===== src/rtl/mips_mc_pkg.sv =====
// Shared encodings for the multi-cycle MIPS controller: opcodes, FSM states,
// ALU operation codes and the mux-select / trap-cause encodings.
package mips_mc_pkg;

  localparam logic [5:0] OP_R    = 6'b000000;
  localparam logic [5:0] OP_ADDI = 6'b001000;
  localparam logic [5:0] OP_SLTI = 6'b001010;
  localparam logic [5:0] OP_SUBI = 6'b001011;
  localparam logic [5:0] OP_LW   = 6'b100011;
  localparam logic [5:0] OP_SW   = 6'b101011;
  localparam logic [5:0] OP_BEQ  = 6'b000100;
  localparam logic [5:0] OP_BNE  = 6'b000101;
  localparam logic [5:0] OP_J    = 6'b000010;

  typedef enum logic [3:0] {
    S_BOOT, S_FETCH, S_DECODE, S_EXEC_R, S_EXEC_I, S_MEM_ADDR,
    S_MEM_RD, S_MEM_WB, S_MEM_WR, S_BRANCH, S_JUMP, S_TRAP,
    S_WB_R, S_WB_I
  } state_e;

  typedef enum logic [2:0] {
    ALU_ADD   = 3'd0,
    ALU_SUB   = 3'd1,
    ALU_SLT   = 3'd2,
    ALU_FUNCT = 3'd3
  } alu_op_e;

  localparam logic [1:0] PC_SRC_ALU    = 2'b00;
  localparam logic [1:0] PC_SRC_ALUOUT = 2'b01;
  localparam logic [1:0] PC_SRC_JUMP   = 2'b10;

  localparam logic [1:0] SRCB_REGB   = 2'b00;
  localparam logic [1:0] SRCB_FOUR   = 2'b01;
  localparam logic [1:0] SRCB_IMM    = 2'b10;
  localparam logic [1:0] SRCB_IMM_SH = 2'b11;

  localparam logic [1:0] CAUSE_NONE    = 2'b00;
  localparam logic [1:0] CAUSE_ILLEGAL = 2'b01;
  localparam logic [1:0] CAUSE_TIMEOUT = 2'b10;

endpackage


===== src/rtl/mips_mc_wait_timer.sv =====
// Memory wait-state counter: counts req-without-ready cycles and flags a
// timeout when the count reaches MAX_WAIT with ready still low (0 = never).
module mips_mc_wait_timer #(
  parameter int MAX_WAIT = 16
) (
  input  logic clk_i,
  input  logic rst_ni,
  input  logic req_i,
  input  logic ready_i,
  output logic timeout_o,
  output logic stall_o
);

  assign stall_o = req_i & ~ready_i;

  generate
    if (MAX_WAIT > 0) begin : g_timer
      localparam int CW = $clog2(MAX_WAIT + 1);
      logic [CW-1:0] cnt_q, cnt_d;

      // Any cycle that is not a stall is either completion or outside a transfer.
      always_comb cnt_d = stall_o ? cnt_q + 1'b1 : '0;

      always_ff @(posedge clk_i or negedge rst_ni) begin
        if (!rst_ni) cnt_q <= '0;
        else         cnt_q <= cnt_d;
      end

      assign timeout_o = stall_o && (cnt_q == CW'(MAX_WAIT));
    end else begin : g_no_timer
      assign timeout_o = 1'b0;
    end
  endgenerate

endmodule


===== src/rtl/mips_multicycle_controller.sv =====
// Multi-cycle MIPS control FSM with req/ready memory handshake and sticky trap.
// Optional performance counters are built when MIPS_PERF_CNT_EN is defined.
module mips_multicycle_controller
  import mips_mc_pkg::*;
#(
  parameter int OPCODE_W = 6,
  parameter int ALU_OP_W = 3,
  parameter int MAX_WAIT = 16,
  parameter int CNT_W    = 32
) (
  input  logic                clk_i,
  input  logic                rst_ni,
  input  logic [OPCODE_W-1:0] opcode_i,
  input  logic                mem_ready_i,
  output logic                mem_req_o,
  output logic                mem_we_o,
  output logic                i_or_d_o,
  output logic                ir_write_o,
  output logic                pc_write_o,
  output logic                pc_write_eq_o,
  output logic                pc_write_ne_o,
  output logic [1:0]          pc_src_o,
  output logic                alu_src_a_o,
  output logic [1:0]          alu_src_b_o,
  output logic [ALU_OP_W-1:0] alu_op_o,
  output logic                reg_write_o,
  output logic                reg_dst_o,
  output logic                mem_to_reg_o,
  output logic                trap_o,
  output logic [1:0]          trap_cause_o,
  output logic [CNT_W-1:0]    instr_retired_o,
  output logic [CNT_W-1:0]    stall_cycles_o
);

  state_e     state_q, state_d;
  logic [1:0] cause_q, cause_d;
  logic [5:0] op;
  logic       timeout, stall;
  alu_op_e    alu_op;

  assign op = 6'(opcode_i);

  mips_mc_wait_timer #(.MAX_WAIT(MAX_WAIT)) u_wait_timer (
    .clk_i     (clk_i),
    .rst_ni    (rst_ni),
    .req_i     (mem_req_o),
    .ready_i   (mem_ready_i),
    .timeout_o (timeout),
    .stall_o   (stall)
  );

  always_ff @(posedge clk_i or negedge rst_ni) begin
    if (!rst_ni) begin
      state_q <= S_BOOT;
      cause_q <= CAUSE_NONE;
    end else begin
      state_q <= state_d;
      cause_q <= cause_d;
    end
  end

  always_comb begin
    state_d = state_q;
    cause_d = cause_q;
    unique case (state_q)
      S_BOOT:   state_d = S_FETCH;
      S_FETCH, S_MEM_RD, S_MEM_WR: begin
        if (mem_ready_i) begin
          state_d = (state_q == S_FETCH)  ? S_DECODE :
                    (state_q == S_MEM_RD) ? S_MEM_WB : S_FETCH;
        end else if (timeout) begin
          state_d = S_TRAP;
          cause_d = CAUSE_TIMEOUT;
        end
      end
      S_DECODE: begin
        case (op)
          OP_R:                      state_d = S_EXEC_R;
          OP_ADDI, OP_SLTI, OP_SUBI: state_d = S_EXEC_I;
          OP_LW, OP_SW:              state_d = S_MEM_ADDR;
          OP_BEQ, OP_BNE:            state_d = S_BRANCH;
          OP_J:                      state_d = S_JUMP;
          default: begin
            state_d = S_TRAP;
            cause_d = CAUSE_ILLEGAL;
          end
        endcase
      end
      S_EXEC_R:   state_d = S_WB_R;
      S_EXEC_I:   state_d = S_WB_I;
      S_MEM_ADDR: state_d = (op == OP_SW) ? S_MEM_WR : S_MEM_RD;
      S_WB_R, S_WB_I, S_MEM_WB, S_BRANCH, S_JUMP: state_d = S_FETCH;
      S_TRAP:     state_d = S_TRAP;
      default:    state_d = S_BOOT;
    endcase
  end

  always_comb begin
    mem_req_o     = 1'b0;
    mem_we_o      = 1'b0;
    i_or_d_o      = 1'b0;
    ir_write_o    = 1'b0;
    pc_write_o    = 1'b0;
    pc_write_eq_o = 1'b0;
    pc_write_ne_o = 1'b0;
    pc_src_o      = PC_SRC_ALU;
    alu_src_a_o   = 1'b0;
    alu_src_b_o   = SRCB_REGB;
    alu_op        = ALU_ADD;
    reg_write_o   = 1'b0;
    reg_dst_o     = 1'b0;
    mem_to_reg_o  = 1'b0;
    trap_o        = 1'b0;
    case (state_q)
      S_FETCH: begin
        mem_req_o   = 1'b1;
        alu_src_b_o = SRCB_FOUR;
        ir_write_o  = mem_ready_i;
        pc_write_o  = mem_ready_i;
      end
      S_DECODE: alu_src_b_o = SRCB_IMM_SH;
      S_EXEC_R: begin
        alu_src_a_o = 1'b1;
        alu_op      = ALU_FUNCT;
      end
      S_EXEC_I: begin
        alu_src_a_o = 1'b1;
        alu_src_b_o = SRCB_IMM;
        alu_op      = (op == OP_SLTI) ? ALU_SLT : (op == OP_SUBI) ? ALU_SUB : ALU_ADD;
      end
      S_WB_R: begin
        reg_write_o = 1'b1;
        reg_dst_o   = 1'b1;
      end
      S_WB_I: reg_write_o = 1'b1;
      S_MEM_ADDR: begin
        alu_src_a_o = 1'b1;
        alu_src_b_o = SRCB_IMM;
      end
      S_MEM_RD: begin
        mem_req_o = 1'b1;
        i_or_d_o  = 1'b1;
      end
      S_MEM_WB: begin
        reg_write_o  = 1'b1;
        mem_to_reg_o = 1'b1;
      end
      S_MEM_WR: begin
        mem_req_o = 1'b1;
        mem_we_o  = 1'b1;
        i_or_d_o  = 1'b1;
      end
      S_BRANCH: begin
        alu_src_a_o   = 1'b1;
        alu_op        = ALU_SUB;
        pc_src_o      = PC_SRC_ALUOUT;
        pc_write_eq_o = (op == OP_BEQ);
        pc_write_ne_o = (op == OP_BNE);
      end
      S_JUMP: begin
        pc_write_o = 1'b1;
        pc_src_o   = PC_SRC_JUMP;
      end
      S_TRAP:  trap_o = 1'b1;
      default: ;
    endcase
  end

  assign alu_op_o     = ALU_OP_W'(alu_op);
  assign trap_cause_o = cause_q;

`ifdef MIPS_PERF_CNT_EN
  logic [CNT_W-1:0] retired_q, stall_cnt_q;
  logic             retire;

  assign retire = (state_d == S_FETCH) &&
                  (state_q inside {S_WB_R, S_WB_I, S_MEM_WB, S_MEM_WR, S_BRANCH, S_JUMP});

  always_ff @(posedge clk_i or negedge rst_ni) begin
    if (!rst_ni) begin
      retired_q   <= '0;
      stall_cnt_q <= '0;
    end else if (state_q != S_TRAP) begin
      if (retire) retired_q   <= retired_q + 1'b1;
      if (stall)  stall_cnt_q <= stall_cnt_q + 1'b1;
    end
  end

  assign instr_retired_o = retired_q;
  assign stall_cycles_o  = stall_cnt_q;
`else
  logic unused_stall;
  assign unused_stall    = stall;
  assign instr_retired_o = '0;
  assign stall_cycles_o  = '0;
`endif

endmodule


===== config.mk =====
export PLATFORM = sky130hd
export DESIGN_NAME = mips_multicycle_controller
export DESIGN_NICKNAME = d
export VERILOG_FILES = /design/src/rtl/mips_mc_pkg.sv /design/src/rtl/mips_mc_wait_timer.sv /design/src/rtl/mips_multicycle_controller.sv
export SDC_FILE = /design/constraint.sdc
export NUM_CORES = 1
export LEC_CHECK = 0
export CAP_MARGIN = 30
export CORE_AREA = 2 2 77 79
export CTS_BUF_LIST = sky130_fd_sc_hd__clkbuf_8 sky130_fd_sc_hd__clkbuf_16
export CTS_CLUSTER_SIZE = 24
export DETAILED_ROUTE_END_ITERATION = 12
export DIE_AREA = 0 0 79 81
export DONT_BUFFER_PORTS = 1
export SLEW_MARGIN = 20
export SYNTH_ARGS = -nofsm -noshare
export SYNTH_HDL_FRONTEND = slang
export SYNTH_SLANG_ARGS = --single-unit

===== constraint.sdc =====
create_clock -name clk_i -period 2.8 [get_ports clk_i]
set_input_delay 0.28 -clock clk_i [delete_from_list [all_inputs] [get_ports clk_i]]
set_output_delay 0.28 -clock clk_i [all_outputs]
set_load 0.02 [all_outputs]

==> results.md, run 1 <==
* Deepest clock path buffer count at 2
* Average instance area after synthesis at 7.812 um2
* Wirelength per Cell at 11.27 um
* Total gr overflow at 0
* Worst path top cell family by delay: flip-flops
* Cell total after placement at 262
* Starting Density at 26.57%
* WHS Path Cells at 2
* Clock sink total at 11
* Clock Skew at 0.005184 ns
* CP endpoint kind: output pin
* Crit path time final at 2.268 ns
* Async SR Flop Fraction at 100.0%
* Worst vdd ir at 0.3745 mV
* TritonCTS clock tree: done
* Startpoint Class: flip-flop
* Simple-gate share of the synthesized area at 20.33%
* Synth Flop Type: dfrtp_1
* Largest family of logic cells by synthesized area: buffers and inverters
* WP data arrival at 1.99 ns
* First-pass GRT wire length at 4629 um
* Final count of negative-setup-slack endpoints at 0
* Synth warn at 0
* Leakage power at 0.0006411 uW
* Synth cell types at 54
* Crit path cell chain: nand2b_1 -> nor4b_1 -> a21oi_1 -> o22ai_1
* Crit share post-route at 81.01%
* #FFs+latches synth at 11
* Xor and xnor area share after synthesis at 2.324%
* TritonCTS Buffers at 3
* Initial DRT Pass Iterations at 4
* Area growth syn-to-layout at -7.303%
* Slowest Stage Delay on Critical Path at 0.70 ns
* FF-to-FF path depth at 4
* Post_cts resized at 0
* Antenna viol nets, final at 0
* Die X at 79 um
* Die area at 0.006399 mm2
* Setup bufs post-CTS at 0
* Sequential share of the synthesized area at 18.26%
* Fin nets at 204
* Critical-path top delay cell: dfrtp_1
* Buffers on Ports at 0
* Synth Area in Compound Gates at 16.35%
* Worst relative slew slack at 54.98%
* Post-synth EDFFs at 0
* Via/cell ratio at 4.124
* Row cnt at 28
* Vias in the first global route at 907
* Worst-margin pin slew at 0.6701 ns
* Max Fclk at 440.9 MHz
* RSZ-0062 raised after global routing: no
* Clk slew on worst S/H paths at 0.06 ns
* Worst hold path type: in2reg
* Post-DP HPWL at 2365 um
* DR iter-0 viols at 70
* Root Driver: clkbuf_8
* Crit Path Max Fanout at 19
* Placer Congestion at 0.8100
* Syn Inst Count at 193
* Mapped cell area at 0.001508 mm2
* Io pins at 94
* Clk Latency, worst-skew pair at 0.24 ns
* Quantity of hold-fixing buffers added after cts at 1
* ANT cells at 0
* Total negative slack at 0 ns
* Crit. path cell count at 4
* Max-cap viol count at 0
* Die height at 81 um
* Layout cells sized above 1 at 7.813%
* Total GRT Usage at 9.266%
* Residual DRC at 0
* Worst EP required at 2.52 ns
* Detailed Route WL at 3008 um
* Endpoints failing hold at 0
* WS Path Type: reg2out
* H-tree depth at 1
* Slew Limit Fails at 0
* Initial antenna violation count at 0
* PwrDens at 923.1 mW/mm2
* Core area at 0.005675 mm2
* Largest net degree at the start of global routing at 24
* CP bufs+invs at 0
* Status: finished clean
* Post-Layout Cell Count at 267
* Post-synthesis mux area share at 3.402%
* DR vias at 1101
* Adder-Cell Fraction of Synth Area at 1.660%
==> sequential cells by signal (all words and copies together) (netlist names) <==
signal                      cells
u_wait_timer.g_timer.cnt_q      5
state_q                         4
trap_cause_o                    2
==> cell type report <==
type,count,area (um2)
Inverter,9,33.78
Multi-Input combinational cell,163,908.4
Fill cell,638,4278
Timing Repair Buffer,5,40.04
Sequential cell,11,275.3
Clock buffer,3,41.29
Clock inverter,1,5.005
Tap cell,75,93.84
==> cells in the final DEF (no fill, tap or decap), types with 2 or more instances in the layout <==
| cell type | instances |
|---|---|
| buf_4 | 4 |
| a311oi_1 | 2 |
| o21bai_1 | 2 |
| nor4_1 | 3 |
| and3_1 | 2 |
| a31oi_1 | 2 |
| or4_1 | 2 |
| nor2_1 | 18 |
| xnor2_1 | 2 |
| o221ai_1 | 2 |
| inv_1 | 9 |
| mux2i_1 | 4 |
| nand2_1 | 5 |
| ha_1 | 2 |
| or3_1 | 2 |
| a21oi_1 | 8 |
| conb_1 | 65 |
| nor3_1 | 4 |
| nand2b_1 | 3 |
| dfrtp_1 | 11 |
| xor2_1 | 2 |
| nand4bb_1 | 2 |
| clkbuf_8 | 3 |
| o22ai_1 | 2 |
| nand3_1 | 3 |
==> final timing paths <==
kind / slack [ns] / from / to
worst min-delay path: 0.28 / mem_ready_i / u_wait_timer.g_timer.cnt_q[1]
worst min register to register: 0.49 / u_wait_timer.g_timer.cnt_q[0] / u_wait_timer.g_timer.cnt_q[0]
worst max-delay path: 0.53 / state_q[2] / alu_op_o[0]
max in group asynchronous: 2.00 / rst_ni / u_wait_timer.g_timer.cnt_q[0]
min in group asynchronous: 0.45 / rst_ni / trap_cause_o[0]
worst max register to register: 0.86 / state_q[1] / state_q[0]
==> kinds of logic (layout without fill, tap and decap cells) <==
kind of cell	count (synthesis)	in the layout
xor+xnor	4	4
buf+inv	83	18
mux	5	5
compound gates	33	33
fa+ha+maj	2	2
other cells	1	65
simple gates	54	54
flops	11	11
==> cell usage after synthesis (3+ instances only) <==
cell type / instances / area (um2)
mux2i_1: 4 / 40.04
a21oi_1: 8 / 40.04
nor4_1: 3 / 18.77
nor3_1: 4 / 20.02
clkbuf_1: 5 / 18.77
nand2b_1: 3 / 18.77
inv_1: 9 / 33.78
buf_4: 65 / 488.0
dfrtp_1: 11 / 275.3
nand2_1: 5 / 18.77
nor2_1: 18 / 67.56
nand3_1: 3 / 15.01
==> per-stage QoR <==
stage | power [uW] | cell area, um2 | utilization (%) | setup slack (ns) | hold slack [ns]
after floorplan | 1068 | 1748 | - | 0.8853 | -0.01559
after global placement | 1121 | 1341 | 23.63 | 0.7856 | -0.01491
after detailed placement | 1121 | 1341 | 23.63 | 0.8149 | -0.01502
after CTS | 1295 | 1398 | 24.63 | 0.5275 | 0.2699
after global routing | 1404 | 1398 | 24.63 | 0.3304 | 0.2874
final | 1290 | 1398 | 24.63 | 0.5318 | 0.2794
==> per-layer routing <==
| metal | up-vias | GRT usage [%] | part of all wire [%] |
|---|---|---|---|
| met5 | - | 0 | 0 |
| met4 | 0 | 2.241 | 0.73 |
| met3 | 4 | 3.556 | 9.3 |
| met2 | 61 | 14.58 | 46 |
| met1 | 492 | 12.00 | 44 |
| li1 | 544 | - | - |
==> power by group <==
part	switching [uW]	total [uW]	internal, uW
Clock	66.9	165	98.2
Combinational	492	736	244
Sequential	180	389	209
(Power assumes the default switching activity.)
==> run 2, diff against run 1 <==
==> constraint.sdc (replaced) <==
create_clock -name clk_i -period 2.1 [get_ports clk_i]
set_input_delay 0.21 -clock clk_i [delete_from_list [all_inputs] [get_ports clk_i]]
set_output_delay 0.21 -clock clk_i [all_outputs]
set_load 0.02 [all_outputs]
==> run 2 against run 1 <==
Largest cell class unchanged. Routed wire length grew 2.1%. Design area up 4.0%. Sequential share of layout area down 0.50 points. Largest power group unchanged. Worst hold slack worse by 0.065 ns. Clock power up 35%.
==> results.md, run 2 (same netlist as run 1, synthesis figures left out) <==
* Clock sink total at 11 (unchanged)
* Commonest non-fill, non-tap cells in the layout: conb_1 (65), nor2_1 (18), buf_4 (11)
* Place WS at 0.2555 ns (-0.5595 ns)
* Crit share post-route at 91.58%
* Via/cell ratio at 4.117 (-0.17%)
* Starting Density at 26.57% (unchanged)
* Commonest non-fill, non-tap cell in the layout: conb_1
* Number of fill cells in the layout at 652 (+2.2%)
* Die height at 81 um (unchanged)
* Post-DP HPWL at 2438 um (+3.1%)
* Worst vdd ir at 0.4505 mV (+20%)
* Max Fclk at 520.0 MHz
* Total Power at 1779 uW (+38%)
* Area growth syn-to-layout at -3.569%
* Buffers on Ports at 0 (unchanged)
* Crit Path Max Fanout at 16 (-3)
* Initial DRT Pass Iterations at 4 (unchanged)
* GR peak layer: met2
* Core area at 0.005675 mm2 (unchanged)
* Worst EP required at 1.89 ns (-0.63 ns)
* Placer Congestion at 0.8113 (+0.16%)
* Deepest clock path buffer count at 2 (unchanged)
* Total gr overflow at 0 (unchanged)
* Clk Latency, worst-skew pair at 0.25 ns (about the same)
* Io pins at 94 (unchanged)
* Leakage power at 0.0006737 uW (+5.1%)
* RSZ-0062 raised after global routing: no
* H-tree depth at 1 (unchanged)
* Residual DRC at 0 (unchanged)
* Max reg flops at 5 (unchanged)
* Largest net degree at the start of global routing at 20 (-17%)
* Top reg by flops: u_wait_timer.g_timer.cnt_q
* Met3 Use GR at 3.333% (-0.22 points)
* Root Driver: clkbuf_8
* Vias in the first global route at 942 (+3.9%)
* Row cnt at 28 (unchanged)
* PwrDens at 1224 mW/mm2 (+33%)
* Clock Skew at 0.005733 ns (+0.0005494 ns)
* Seq. cell area at 279.0 um2 (+1.4%)
* Total GRT Usage at 9.385% (+0.12 points)
* Worst setup margin at 0.1768 ns (-0.3550 ns)
* Final count of negative-setup-slack endpoints at 0 (unchanged)
* TritonCTS Buffers at 3 (unchanged)
* WS Path Type: reg2out
* Die area at 0.006399 mm2 (unchanged)
* Max-cap viol count at 0 (unchanged)
* CP endpoint kind: output pin
* Endpoints failing hold at 0 (unchanged)
* WP data arrival at 1.71 ns (-0.28 ns)
* Slew Limit Fails at 0 (unchanged)
* Combined area of the multi-input logic cells at 908.4 um2 (unchanged)
* Setup bufs post-CTS at 0 (unchanged)
* Fin nets at 211 (+3.4%)
* First-pass GRT wire length at 4629 um (unchanged)
* Crit path time final at 1.923 ns
* Status: finished clean
* Total negative slack at 0 ns (unchanged)
* DR iter-0 viols at 43 (-39%)
* Worst hold path type: in2reg
* Detailed Route WL at 3070 um (+2.1%)
* DR vias at 1128 (+2.5%)
* Die X at 79 um (unchanged)
* Layout cells sized above 1 at 12.56% (+4.8 points)
* Met2 Track Usage GR at 15.59% (+1.0 points)
* Antenna viol nets, final at 0 (unchanged)
* TritonCTS clock tree: done
* Startpoint Class: flip-flop
* Clk slew on worst S/H paths at 0.06 ns (about the same)
* Wirelength per Cell at 11.20 um (-0.55%)
* Met1 Usage GRT at 11.13% (-0.87 points)
* Worst-margin pin slew at 0.5047 ns (-0.1654 ns)
* Initial antenna violation count at 0 (unchanged)
* ANT cells at 0 (unchanged)
* Worst relative slew slack at 66.24% (+11 points)
## run 2: cell types whose count changed in the layout (fill, tap and decap cells not counted)
cell | previous run | this run
buf_4 | 4 | 11
dfrtp_1 | 11 | 8
dfrtp_2 | 0 | 3
## run 2: final timing paths
check | endpoint | slack, ns | depth (start not counted) | start
setup / recovery | alu_op_o[0] | 0.18 | 5 | state_q[3]
hold / removal | u_wait_timer.g_timer.cnt_q[1] | 0.21 | 2 | mem_ready_i
setup reg to reg | state_q[1] | 0.34 | 4 | state_q[2]
hold reg to reg | u_wait_timer.g_timer.cnt_q[0] | 0.50 | 1 | u_wait_timer.g_timer.cnt_q[0]
max in group asynchronous | state_q[1] | 1.37 | 1 | rst_ni
min in group asynchronous | state_q[0] | 0.37 | 1 | rst_ni
## run 2: cell type report
type | instances | share of cell area [%]
multi-input combinational | 163 | 62.48
clock inverter | 1 | 0.3442
sequential | 11 | 19.19
tap | 75 | 6.454
clock buffer | 3 | 2.840
timing repair buffer | 12 | 6.368
inverter | 9 | 2.324
## run 2: per-stage QoR
stage	util [%]	instances	cell area (um2)	hold WS, ns
finish	25.62	274	1454	0.2148
global route	25.62	274	1454	0.2328
CTS	25.55	274	1450	0.2158
detailed placement	24.56	269	1394	-0.08502
global placement	24.56	269	1394	-0.08512
floorplan	-	257	1748	-0.08559
## run 2: per-layer routing
metal	up-vias	wire length, um
met4	0	38
met3	5	322
li1	549	-
met2	61	1489
met1	513	1218
met5	-	0
## run 2: worst max-delay path: stages, from the launching register on
cell and delay, ns:
dfrtp_2 0.51, nand2b_1 0.23, nor4b_1 0.34, a21oi_1 0.08, o22ai_1 0.14, buf_4 0.17
## run 2: what timing repair did
item,4_1_cts,5_1_grt
resized for setup,0,3
endpoints found under the hold margin,11,0
endpoints found under the setup margin,0,6
hold buffers,1,0
## run 2: power breakdown
group	leakage, uW	internal (uW)	switching (uW)
clock network	0.0000255	131	92.3
registers	0.000137	286	187
logic	0.000511	375	708
